File: src/rtl/autoconfig_pkg.sv
// Shared encodings for the AUTOCONFIG chain responder: bus phases, register
// nibble offsets, Zorro II size codes and the size-to-64K-units helper.
package autoconfig_pkg;

  // Bus phase encodings produced by the Z2 tracker
  localparam logic [1:0] Z2_IDLE = 2'b00;
  localparam logic [1:0] Z2_ADDR = 2'b01;
  localparam logic [1:0] Z2_DATA = 2'b10;
  localparam logic [1:0] Z2_END  = 2'b11;

  // Nibble offsets within the E8xxxx configuration space (ADDR[8:1])
  localparam logic [7:0] REG_TYPE    = 8'h00;
  localparam logic [7:0] REG_SIZE    = 8'h01;
  localparam logic [7:0] REG_PROD_HI = 8'h02;
  localparam logic [7:0] REG_PROD_LO = 8'h03;
  localparam logic [7:0] REG_FLAGS   = 8'h04;
  localparam logic [7:0] REG_RSVD    = 8'h05;
  localparam logic [7:0] REG_MFG     = 8'h08;
  localparam logic [7:0] REG_SERIAL  = 8'h0C;
  localparam logic [7:0] REG_ROM     = 8'h14;
  localparam logic [7:0] REG_INT0    = 8'h20;
  localparam logic [7:0] REG_INT1    = 8'h21;
  localparam logic [7:0] REG_BASE_HI = 8'h24;
  localparam logic [7:0] REG_BASE_LO = 8'h25;
  localparam logic [7:0] REG_SHUTUP  = 8'h26;

  // Zorro II size codes
  localparam logic [2:0] SIZE_8M   = 3'b000;
  localparam logic [2:0] SIZE_64K  = 3'b001;
  localparam logic [2:0] SIZE_128K = 3'b010;
  localparam logic [2:0] SIZE_256K = 3'b011;
  localparam logic [2:0] SIZE_512K = 3'b100;
  localparam logic [2:0] SIZE_1M   = 3'b101;
  localparam logic [2:0] SIZE_2M   = 3'b110;
  localparam logic [2:0] SIZE_4M   = 3'b111;

  typedef enum logic {StPresent, StDone} ac_state_e;

  // Window length in 64K units; 9 bits so base + units never wraps
  function automatic logic [8:0] size_to_units(input logic [2:0] size);
    logic [8:0] units;
    units = 9'd1;
    case (size)
      SIZE_8M:   units = 9'd128;
      SIZE_64K:  units = 9'd1;
      SIZE_128K: units = 9'd2;
      SIZE_256K: units = 9'd4;
      SIZE_512K: units = 9'd8;
      SIZE_1M:   units = 9'd16;
      SIZE_2M:   units = 9'd32;
      SIZE_4M:   units = 9'd64;
      default:   units = 9'd1;
    endcase
    return units;
  endfunction

endpackage

File: src/rtl/autoconfig_chain_read_mux.sv
// Combinational offset-to-nibble lookup for the board currently presented.
module ac_read_mux
  import autoconfig_pkg::*;
#(
  parameter logic [15:0] MFG_ID     = 16'd2011,
  parameter logic [31:0] SERIAL     = 32'd1,
  parameter logic [15:0] ROM_OFFSET = 16'h0008
) (
  input  logic [7:0] offset,
  input  logic       is_mem,
  input  logic       has_rom,
  input  logic [2:0] size,
  input  logic [7:0] prodid,
  output logic [3:0] nibble
);

  // Decode the register nibble; most fields read back inverted
  always_comb begin
    nibble = 4'hF;
    case (offset)
      REG_TYPE:          nibble = {2'b11, is_mem, has_rom};
      REG_SIZE:          nibble = {1'b0, size};
      REG_PROD_HI:       nibble = ~prodid[7:4];
      REG_PROD_LO:       nibble = ~prodid[3:0];
      REG_FLAGS:         nibble = ~{is_mem, 3'b000};
      REG_RSVD:          nibble = 4'hE;
      REG_MFG:           nibble = ~MFG_ID[15:12];
      REG_MFG + 8'd1:    nibble = ~MFG_ID[11:8];
      REG_MFG + 8'd2:    nibble = ~MFG_ID[7:4];
      REG_MFG + 8'd3:    nibble = ~MFG_ID[3:0];
      REG_SERIAL:        nibble = ~SERIAL[31:28];
      REG_SERIAL + 8'd1: nibble = ~SERIAL[27:24];
      REG_SERIAL + 8'd2: nibble = ~SERIAL[23:20];
      REG_SERIAL + 8'd3: nibble = ~SERIAL[19:16];
      REG_SERIAL + 8'd4: nibble = ~SERIAL[15:12];
      REG_SERIAL + 8'd5: nibble = ~SERIAL[11:8];
      REG_SERIAL + 8'd6: nibble = ~SERIAL[7:4];
      REG_SERIAL + 8'd7: nibble = ~SERIAL[3:0];
      REG_ROM:           nibble = has_rom ? ~ROM_OFFSET[15:12] : 4'hF;
      REG_ROM + 8'd1:    nibble = has_rom ? ~ROM_OFFSET[11:8]  : 4'hF;
      REG_ROM + 8'd2:    nibble = has_rom ? ~ROM_OFFSET[7:4]   : 4'hF;
      REG_ROM + 8'd3:    nibble = has_rom ? ~ROM_OFFSET[3:0]   : 4'hF;
      REG_INT0, REG_INT1: nibble = 4'h0;
      default:           nibble = 4'hF;
    endcase
  end

endmodule

File: src/rtl/autoconfig_chain.sv
// Zorro II AUTOCONFIG responder presenting several logical boards in turn,
// with per-board runtime enables, base registers and window decode.
module autoconfig_chain
  import autoconfig_pkg::*;
#(
  parameter int unsigned                NUM_BOARDS    = 3,
  parameter logic [15:0]                MFG_ID        = 16'd2011,
  parameter logic [31:0]                SERIAL        = 32'd1,
  parameter logic [NUM_BOARDS*8-1:0]    BOARD_PRODID  = {8'd74, 8'h06, 8'd72},
  parameter logic [NUM_BOARDS*3-1:0]    BOARD_SIZE    = {3'b001, 3'b010, 3'b000},
  parameter logic [NUM_BOARDS-1:0]      BOARD_IS_MEM  = 3'b001,
  parameter logic [NUM_BOARDS-1:0]      BOARD_HAS_ROM = 3'b010,
  parameter logic [15:0]                ROM_OFFSET    = 16'h0008
) (
  input  logic                  CLK,
  input  logic                  RESET,
  input  logic [23:1]           ADDR,
  input  logic                  AS_n,
  input  logic                  RW,
  input  logic [3:0]            DIN,
  input  logic [1:0]            z2_state,
  input  logic                  CFGIN,
  input  logic [NUM_BOARDS-1:0] board_en,
  output logic [3:0]            DOUT,
  output logic                  dtack,
  output logic                  autoconfig_cycle,
  output logic                  CFGOUT,
  output logic [NUM_BOARDS-1:0] board_configured,
  output logic [NUM_BOARDS-1:0] board_hit
);

  localparam int unsigned IdxW = (NUM_BOARDS > 1) ? $clog2(NUM_BOARDS) : 1;

  // Lowest enabled board at or above 'start'; MSB flags that one was found
  function automatic logic [IdxW:0] find_from(input logic [NUM_BOARDS-1:0] en,
                                              input int start);
    logic [IdxW:0] r;
    r = '0;
    for (int i = int'(NUM_BOARDS) - 1; i >= 0; i--) begin
      if (i >= start && en[i]) r = {1'b1, IdxW'(i)};
    end
    return r;
  endfunction

  ac_state_e                  state_q, state_d;
  logic [IdxW-1:0]            idx_q, idx_d;
  logic                       dtack_q, cfgin_q, cfgout_q;
  logic [3:0]                 dout_q, staged_q;
  logic [NUM_BOARDS-1:0]      configured_q;
  logic [NUM_BOARDS-1:0][7:0] base_q;

  logic [7:0]    offset;
  logic [8:0]    addr_hi9;
  logic          exec, wr, advance;
  logic [IdxW:0] first_pick, next_pick;
  logic [3:0]    rd_nibble;
  logic          unused_addr_bits;

  assign offset           = ADDR[8:1];
  assign addr_hi9         = {1'b0, ADDR[23:16]};
  assign unused_addr_bits = ^ADDR[15:9];

  assign autoconfig_cycle = (ADDR[23:16] == 8'hE8) && cfgin_q && !cfgout_q;
  assign exec    = (z2_state == Z2_DATA) && autoconfig_cycle && !dtack_q;
  // Writes only take effect while a board is actually being presented
  assign wr      = exec && !RW && (state_q == StPresent);
  assign advance = wr && ((offset == REG_BASE_HI) || (offset == REG_SHUTUP));

  assign first_pick = find_from(board_en, 0);
  assign next_pick  = find_from(board_en, int'(idx_q) + 1);

  ac_read_mux #(
    .MFG_ID     (MFG_ID),
    .SERIAL     (SERIAL),
    .ROM_OFFSET (ROM_OFFSET)
  ) u_read_mux (
    .offset  (offset),
    .is_mem  (BOARD_IS_MEM[idx_q]),
    .has_rom (BOARD_HAS_ROM[idx_q]),
    .size    (BOARD_SIZE[int'(idx_q)*3 +: 3]),
    .prodid  (BOARD_PRODID[int'(idx_q)*8 +: 8]),
    .nibble  (rd_nibble)
  );

  // Next board selection: step to the next enabled board or finish the chain
  always_comb begin
    state_d = state_q;
    idx_d   = idx_q;
    if (advance) begin
      if (next_pick[IdxW]) begin
        state_d = StPresent;
        idx_d   = next_pick[IdxW-1:0];
      end else begin
        state_d = StDone;
      end
    end
  end

  // FSM state register; reset lands on the lowest enabled board
  always_ff @(posedge CLK) begin
    if (RESET) begin
      state_q <= first_pick[IdxW] ? StPresent : StDone;
      idx_q   <= first_pick[IdxW-1:0];
    end else begin
      state_q <= state_d;
      idx_q   <= idx_d;
    end
  end

  // Bus handshake, read data, chain handoff and base register writes
  always_ff @(posedge CLK) begin
    if (RESET) begin
      dtack_q      <= 1'b0;
      dout_q       <= 4'h0;
      cfgin_q      <= 1'b0;
      cfgout_q     <= 1'b0;
      staged_q     <= 4'h0;
      configured_q <= '0;
      base_q       <= '0;
    end else begin
      if (exec) begin
        dtack_q <= 1'b1;
      end else if (AS_n) begin
        dtack_q <= 1'b0;
      end
      if (exec && RW) dout_q <= rd_nibble;
      // Chain signals only move between bus cycles
      if (AS_n) begin
        cfgin_q  <= CFGIN;
        cfgout_q <= (state_q == StDone);
      end
      if (wr) begin
        case (offset)
          REG_BASE_LO: staged_q <= DIN;
          REG_BASE_HI: begin
            base_q[idx_q]       <= {DIN, staged_q};
            configured_q[idx_q] <= 1'b1;
          end
          default: ;
        endcase
      end
    end
  end

  // Window decode per board using 9-bit bounds so top-of-space windows hold
  always_comb begin
    board_hit = '0;
    for (int i = 0; i < int'(NUM_BOARDS); i++) begin
      board_hit[i] = configured_q[i] && (addr_hi9 >= {1'b0, base_q[i]}) &&
                     (addr_hi9 < ({1'b0, base_q[i]} + size_to_units(BOARD_SIZE[i*3 +: 3])));
    end
  end

  assign dtack            = dtack_q;
  assign DOUT             = dout_q;
  assign CFGOUT           = cfgout_q;
  assign board_configured = configured_q;

endmodule

File: config.mk
export PLATFORM = sky130hd
export DESIGN_NAME = autoconfig_chain
export DESIGN_NICKNAME = d
export VERILOG_FILES = /design/src/rtl/autoconfig_pkg.sv /design/src/rtl/autoconfig_chain_read_mux.sv /design/src/rtl/autoconfig_chain.sv
export SDC_FILE = /design/constraint.sdc
export NUM_CORES = 1
export LEC_CHECK = 0
export CORE_MARGIN = 2
export CORE_UTILIZATION = 25
export CTS_CLUSTER_SIZE = 20
export DETAILED_ROUTE_END_ITERATION = 7
export REMOVE_ABC_BUFFERS = 1
export SETUP_SLACK_MARGIN = 0.15
export SLEW_MARGIN = 20
export SYNTH_ARGS = -nofsm -noshare
export SYNTH_HDL_FRONTEND = slang
export SYNTH_SLANG_ARGS = --single-unit
File: constraint.sdc
create_clock -name CLK -period 4.27 [get_ports CLK]
set_input_delay 1.0675 -clock CLK [delete_from_list [all_inputs] [get_ports CLK]]
set_output_delay 1.0675 -clock CLK [all_outputs]
set_load 0.05 [all_outputs]
==> results.toml, run 1 <==
[drt]
routed-wl-met3_um = 209
drt.antenna.violating_nets = 0
drt_drc_violations_left = 0
via_count = 2770
drt_pass1_iterations = 6
wire_per_inst_um = 13.6
routed-wl-met2_um = 3940
route.top_layer_used = "met4"
via_per_inst = 4.72
initialDrtViolationCount = 140
wirelength_um = 7980
routedLengthMet1_um = 3690

[min_path]
timing.hold.worst.class = "reg -> reg"

[sta]
final.min_clock_period_ns = 4.02
grt_setup_unrepaired = "true"
fmax_mhz = 249
max_slew.worst_pin.slew_ns = 0.581
finalMaxSlewViolations = 0
min_period_over_period_pct = 94.2
setup_viol = 0
worst_clock_skew_ns = 0.00321
max-slew-margin-rel_pct = 60.9
final_hold_viol_count = 0
worst_slack_ns = 0.249

[cells_and_area]
final-seq-area_um2 = 853
utilization_pct = 32.5
stdcell_count = 587
multi_input_area_um2 = 2150
final_nets = 500
syn_to_final_growth_pct = 27.8
drive_above_1_share_pct = 11.1
n_fill_cell = 1326
antennaDiodeCount = 0

[grt]
grt_pass1_wl_um = 13600
antenna_found_initial = 0
grt_max_degree = 32
grt.total_usage_pct = 12.5
global_route.overflow_total = 0
grt_pass1_vias = 2786

[cts]
cts.repair_timing.setup_buffer_count = 0
cts.root.buffer_cell = "sky130_fd_sc_hd__clkbuf_16"
cts.htree.levels = 2
cts_num_sinks = 41
holdBufCountCts = 0
cts_tree = "done"
clock_tree.buffer_depth = 2
cts_made_buffers = 5
cts.clk_slew.worst_paths_ns = 0.06
clock_latency_ns = 0.28

[setup_path]
cp_data_arrival_time_ns = 2.95
critical_path.max_fanout = 2
worst_setup_path_start_kind = "input pin"
path_class = "in -> out"
setup.worst_path.end_class = "output pin"
worstPathRequired_ns = 3.20

[die]
core_um2 = 12500
num_rows = 41
floorplan_die_height_um = 117
io_pins = 50
floorplan.initialDensity_pct = 25.4
die_width_um = 117
die_area_um2 = 13600

[yosys]
yosys_register_bits = 41
yosys_warnings = 0
seq_area_frac_synth_pct = 26.8
synth_ff_type = "sky130_fd_sc_hd__dfxtp_1"
number_of_flops_mapped_to_enable_cells_by_yosys = 3
ys_types = 53
number_of_cells_produced_by_synthesis = 366
synthesis.area_per_instance_um2 = 8.68
synthArstFlopShare_pct = 0
post_synth_instance_area_um2 = 3180

[pwr]
power_per_cell_area_nw_per_um2 = 231
total_leakage_power_nw = 1.72
ir_drop_mv = 0.153

[placement]
dp_hpwl_um = 6280
preCtsSetupSlack_ns = 0.0435
dp_cells = 579
numPortBuffers = 42
place.gp.congestion = 0.836

[outcome]
status = "finished clean"

[flow_run]
drv.max_cap_violation_count = 0
==> flip-flops by register name, indices dropped and copies added, names as in the netlist <==
name / cells
staged_q: 4
dtack: 1
state_q: 1
cfgin_q: 1
idx_q: 2
DOUT: 4
board_configured: 3
CFGOUT: 1
base_q: 24
==> final timing paths <==
check | start | endpoint | slack, ns | cells past startpoint
setup / recovery | ADDR[21] | board_hit[2] | 0.25 | 8
hold / removal | board_configured[2] | board_configured[2] | 0.47 | 2
setup reg to reg | CFGOUT | idx_q[0] | 1.99 | 4
hold reg to reg | board_configured[2] | board_configured[2] | 0.47 | 2
==> kinds of logic after synthesis <==
logic type	count (synthesis)	synth area share [%]
and+or+nand+nor	107	17.1
AOI/OAI and AO/OA	77	17.2
buffers and inverters	50	6.89
adders and majority gates	49	19.3
DFF	41	26.8
muxes	30	9.45
xor gates and xnor gates	12	3.31
==> worst max-delay path: stages <==
cell	delay [ns]
sky130_fd_sc_hd__clkdlybuf4s50_1	0.44
sky130_fd_sc_hd__ha_1	0.24
sky130_fd_sc_hd__a211o_1	0.27
sky130_fd_sc_hd__o221a_2	0.27
sky130_fd_sc_hd__a21o_1	0.19
sky130_fd_sc_hd__a211oi_2	0.21
sky130_fd_sc_hd__buf_4	0.14
sky130_fd_sc_hd__buf_12	0.12
==> through the flow <==
stage	TNS, ns	area (µm²)	hold WS, ns	total power [W]
final	0	4060	0.469	0.000937
after global routing	0	4060	0.503	0.000982
after floorplan	-0.0921	3100	0.452	0.000474
after detailed placement	0	3860	0.463	0.000552
after CTS	0	4020	0.472	0.000944
after global placement	0	3860	0.457	0.000547
==> per-layer routing <==
metal,vias to the layer above,global-route usage [%]
met1,1313,16.1
met4,0,3.37
met3,14,1.71
met5,-,0
met2,43,22.0
li1,1400,-
==> what timing repair did <==
action                                  CTS  global route
pin swaps                                 2             3
gates cloned                              0             0
gates resized for setup                   4            11
endpoints found under the setup margin    2             3
==> layout make-up <==
| type | count | share of cell area, % |
|---|---|---|
| clock buffers | 6 | 3.42 |
| inverters | 38 | 3.51 |
| multi-input cells | 275 | 52.9 |
| clock inverters | 2 | 0.339 |
| repair buffers | 53 | 13.5 |
| flip-flops and latches | 41 | 21.0 |
| well taps | 172 | 5.30 |
==> Yosys cell counts, types with 3 or more instances <==
| library cell | n | share of area, % |
|---|---|---|
| sky130_fd_sc_hd__a211oi_1 | 4 | 0.94 |
| sky130_fd_sc_hd__a211oi_2 | 4 | 1.6 |
| sky130_fd_sc_hd__a21boi_0 | 4 | 0.94 |
| sky130_fd_sc_hd__a21o_1 | 5 | 1.2 |
| sky130_fd_sc_hd__a21oi_1 | 15 | 2.4 |
| sky130_fd_sc_hd__buf_6 | 4 | 1.4 |
| sky130_fd_sc_hd__clkbuf_1 | 7 | 0.83 |
| sky130_fd_sc_hd__dfxtp_1 | 38 | 24 |
| sky130_fd_sc_hd__edfxtp_1 | 3 | 2.8 |
| sky130_fd_sc_hd__ha_1 | 49 | 19 |
| sky130_fd_sc_hd__inv_1 | 38 | 4.5 |
| sky130_fd_sc_hd__mux2i_1 | 30 | 9.4 |
| sky130_fd_sc_hd__nand2_1 | 11 | 1.3 |
| sky130_fd_sc_hd__nand2b_1 | 3 | 0.59 |
| sky130_fd_sc_hd__nand3_1 | 9 | 1.4 |
| sky130_fd_sc_hd__nand4_1 | 4 | 0.79 |
| sky130_fd_sc_hd__nor2_1 | 49 | 5.8 |
| sky130_fd_sc_hd__nor3_1 | 12 | 1.9 |
| sky130_fd_sc_hd__nor4_1 | 4 | 0.79 |
| sky130_fd_sc_hd__o21a_1 | 5 | 1.2 |
| sky130_fd_sc_hd__o21ai_0 | 16 | 2.5 |
| sky130_fd_sc_hd__or3_1 | 3 | 0.59 |
| sky130_fd_sc_hd__xnor2_1 | 11 | 3.0 |
==> cells in the final DEF (no fill, tap or decap), types with 9 or more instances in the layout <==
master,count
sky130_fd_sc_hd__nand3_1,9
sky130_fd_sc_hd__nand2_1,11
sky130_fd_sc_hd__dfxtp_1,36
sky130_fd_sc_hd__clkdlybuf4s50_1,34
sky130_fd_sc_hd__nor2_1,49
sky130_fd_sc_hd__nor3_1,12
sky130_fd_sc_hd__o21ai_0,15
sky130_fd_sc_hd__a21oi_1,15
sky130_fd_sc_hd__ha_1,47
sky130_fd_sc_hd__xnor2_1,10
sky130_fd_sc_hd__mux2i_1,30
sky130_fd_sc_hd__inv_1,37
sky130_fd_sc_hd__buf_4,11
==> report_power, final <==
group / internal, W / switching (W)
registers: 0.000391 / 0.00000362
logic: 0.0000688 / 0.0000828
clock network: 0.000233 / 0.000158
total: 0.000693 / 0.000244
(Power assumes the default switching activity.)
==> run 2: changes to the inputs <==
--- a/config.mk
+++ b/config.mk
@@ -9,6 +9,7 @@
 export CORE_UTILIZATION = 25
 export CTS_CLUSTER_SIZE = 20
 export DETAILED_ROUTE_END_ITERATION = 7
+export PLACE_DENSITY = 0.41
 export REMOVE_ABC_BUFFERS = 1
 export SETUP_SLACK_MARGIN = 0.15
 export SLEW_MARGIN = 20
==> results.toml, run 2 (synthesis results as in run 1) <==
[grt]
grt_max_degree = 35
antenna_found_initial = 0
grt_pass1_wl_um = 13400
grt_pass1_vias = 2578
global_route.overflow_total = 0
grt.total_usage_pct = 12.8

[pwr]
power_per_cell_area_nw_per_um2 = 242
total_leakage_power_nw = 1.74
ir_drop_mv = 0.142

[setup_path]
worst_setup_path_start_kind = "input pin"
critical_path.max_fanout = 6
timing.reg2reg.worst_path_depth = 4
r2r_end = "idx_q[1]"
path_class = "in -> out"
worstPathRequired_ns = 3.20
setup.worst_path.end_class = "output pin"
r2r_start = "CFGOUT"
critical-path-top-delay-family = "buffers and inverters"
timing.critical_path.slowest_stage_cell = "sky130_fd_sc_hd__clkdlybuf4s50_1"
regToRegSetupSlack_ns = 2.07
timing.critical_path.buf_inv = 4
critical-path-max-stage-delay_ns = 0.48
cp_data_arrival_time_ns = 2.95
path_cells = "clkdlybuf4s50_1 > buf_6 > ha_1 > nor2b_1 > nor3_1 > o21ai_0 > a21o_1 > a211oi_2 > buf_4 > buf_12"

[cts]
cts_made_buffers = 5
cts.root.buffer_cell = "sky130_fd_sc_hd__clkbuf_16"
cts_num_sinks = 41
clock_tree.buffer_depth = 2
cts.clk_slew.worst_paths_ns = 0.06
cts_tree = "done"
cts.htree.levels = 2
clock_latency_ns = 0.28

[placement]
numPortBuffers = 42
dp_cells = 581
placed_cell_area_um2 = 3870
dp_hpwl_um = 6630
place.gp.congestion = 0.817

[die]
core_um2 = 12500
num_rows = 41
die_width_um = 117
io_pins = 50
die_area_um2 = 13600
floorplan_die_height_um = 117
floorplan.initialDensity_pct = 25.4

[drt]
wirelength_um = 8510
drt.antenna.violating_nets = 0
initialDrtViolationCount = 139
wire_per_inst_um = 14.4
via_count = 2729
drt_pass1_iterations = 4
drt_drc_violations_left = 0
via_per_inst = 4.63

[sta]
max_slew.worst_pin.slew_ns = 0.656
tns_ns = 0
finalMaxSlewViolations = 0
setup_viol = 0
final_hold_viol_count = 0
worst_clock_skew_ns = 0.00265
max-slew-margin-rel_pct = 55.9
grt_setup_unrepaired = "false"
final.min_clock_period_ns = 4.02
min_period_over_period_pct = 94.2
fmax_mhz = 249

[min_path]
min_delay_worst_endpoint = "board_configured[2]"
worstHoldStart = "board_configured[2]"
hold-path-cell-count = 2
timing.hold.worst.class = "reg -> reg"

[cells_and_area]
stdcell_count = 590
top_register = "base_q"
n_fill_cell = 1340
multi_input_area_um2 = 2150
antennaDiodeCount = 0
largest_register_ffs = 24
final_nets = 503
post-route-cell-area_um2 = 4110
final-seq-area_um2 = 856
utilization_pct = 32.8
drive_above_1_share_pct = 12.0
syn_to_final_growth_pct = 29.4
mostFrequentLayoutCells = "48 x sky130_fd_sc_hd__nor2_1, 48 x sky130_fd_sc_hd__ha_1, 37 x sky130_fd_sc_hd__inv_1"

[outcome]
status = "finished clean"

[flow_run]
drv.max_cap_violation_count = 0
==> run 2: metal layers <==
layer	global-route usage, %	vias up	share of wire, %
li1	-	1415	-
met1	18.5	1280	52
met2	19.7	28	45
met3	1.97	6	1.9
met4	4.00	0	1.2
met5	0	-	0
==> run 2: worst register-to-register path: cells and delay by family (launching register included) <==
family,cells,cell delay [ns]
and+or+nand+nor,2,1.01
AOI/OAI and AO/OA,2,0.54
DFF,1,0.33
==> run 2: worst max-delay path by stage <==
stage              from      endpoint  depth (start not counted)
6_report       ADDR[17]  board_hit[2]                         10
3_5_place_dp   ADDR[16]  board_hit[0]                         10
4_1_cts        ADDR[16]  board_hit[0]                         10
3_3_place_gp   ADDR[19]  board_hit[0]                          8
5_1_grt        ADDR[17]  board_hit[2]                         10
2_1_floorplan  ADDR[22]  board_hit[2]                          5
==> run 2: cell type report <==
cell class	instances	area share, %
clock inverter	1	0.730
inverter	38	3.47
tap	172	5.23
timing repair buffer	56	14.0
clock buffer	7	3.47
multi-input combinational	275	52.3
sequential	41	20.8
==> run 2: stage by stage <==
stage	total power, W	hold slack (ns)	setup WS (ns)
global route	0.00104	0.508	0.155
floorplan	0.000474	0.452	-0.0921
finish	0.000993	0.468	0.248
detailed placement	0.000557	0.466	0.0580
CTS	0.00101	0.475	0.171
global placement	0.000555	0.471	0.0607
==> run 2: where the power goes <==
part	total, W	internal, W	switching, W
Sequential	0.000394	0.000391	0.00000336
Clock	0.000445	0.000292	0.000153
Combinational	0.000154	0.0000683	0.0000855
==> run 2: timing repair <==
item	4_1_cts	5_1_grt
pin swaps	2	4
resized for setup	5	14
hold buffers	0	0
setup endpoints to repair	2	3
setup buffers	0	1
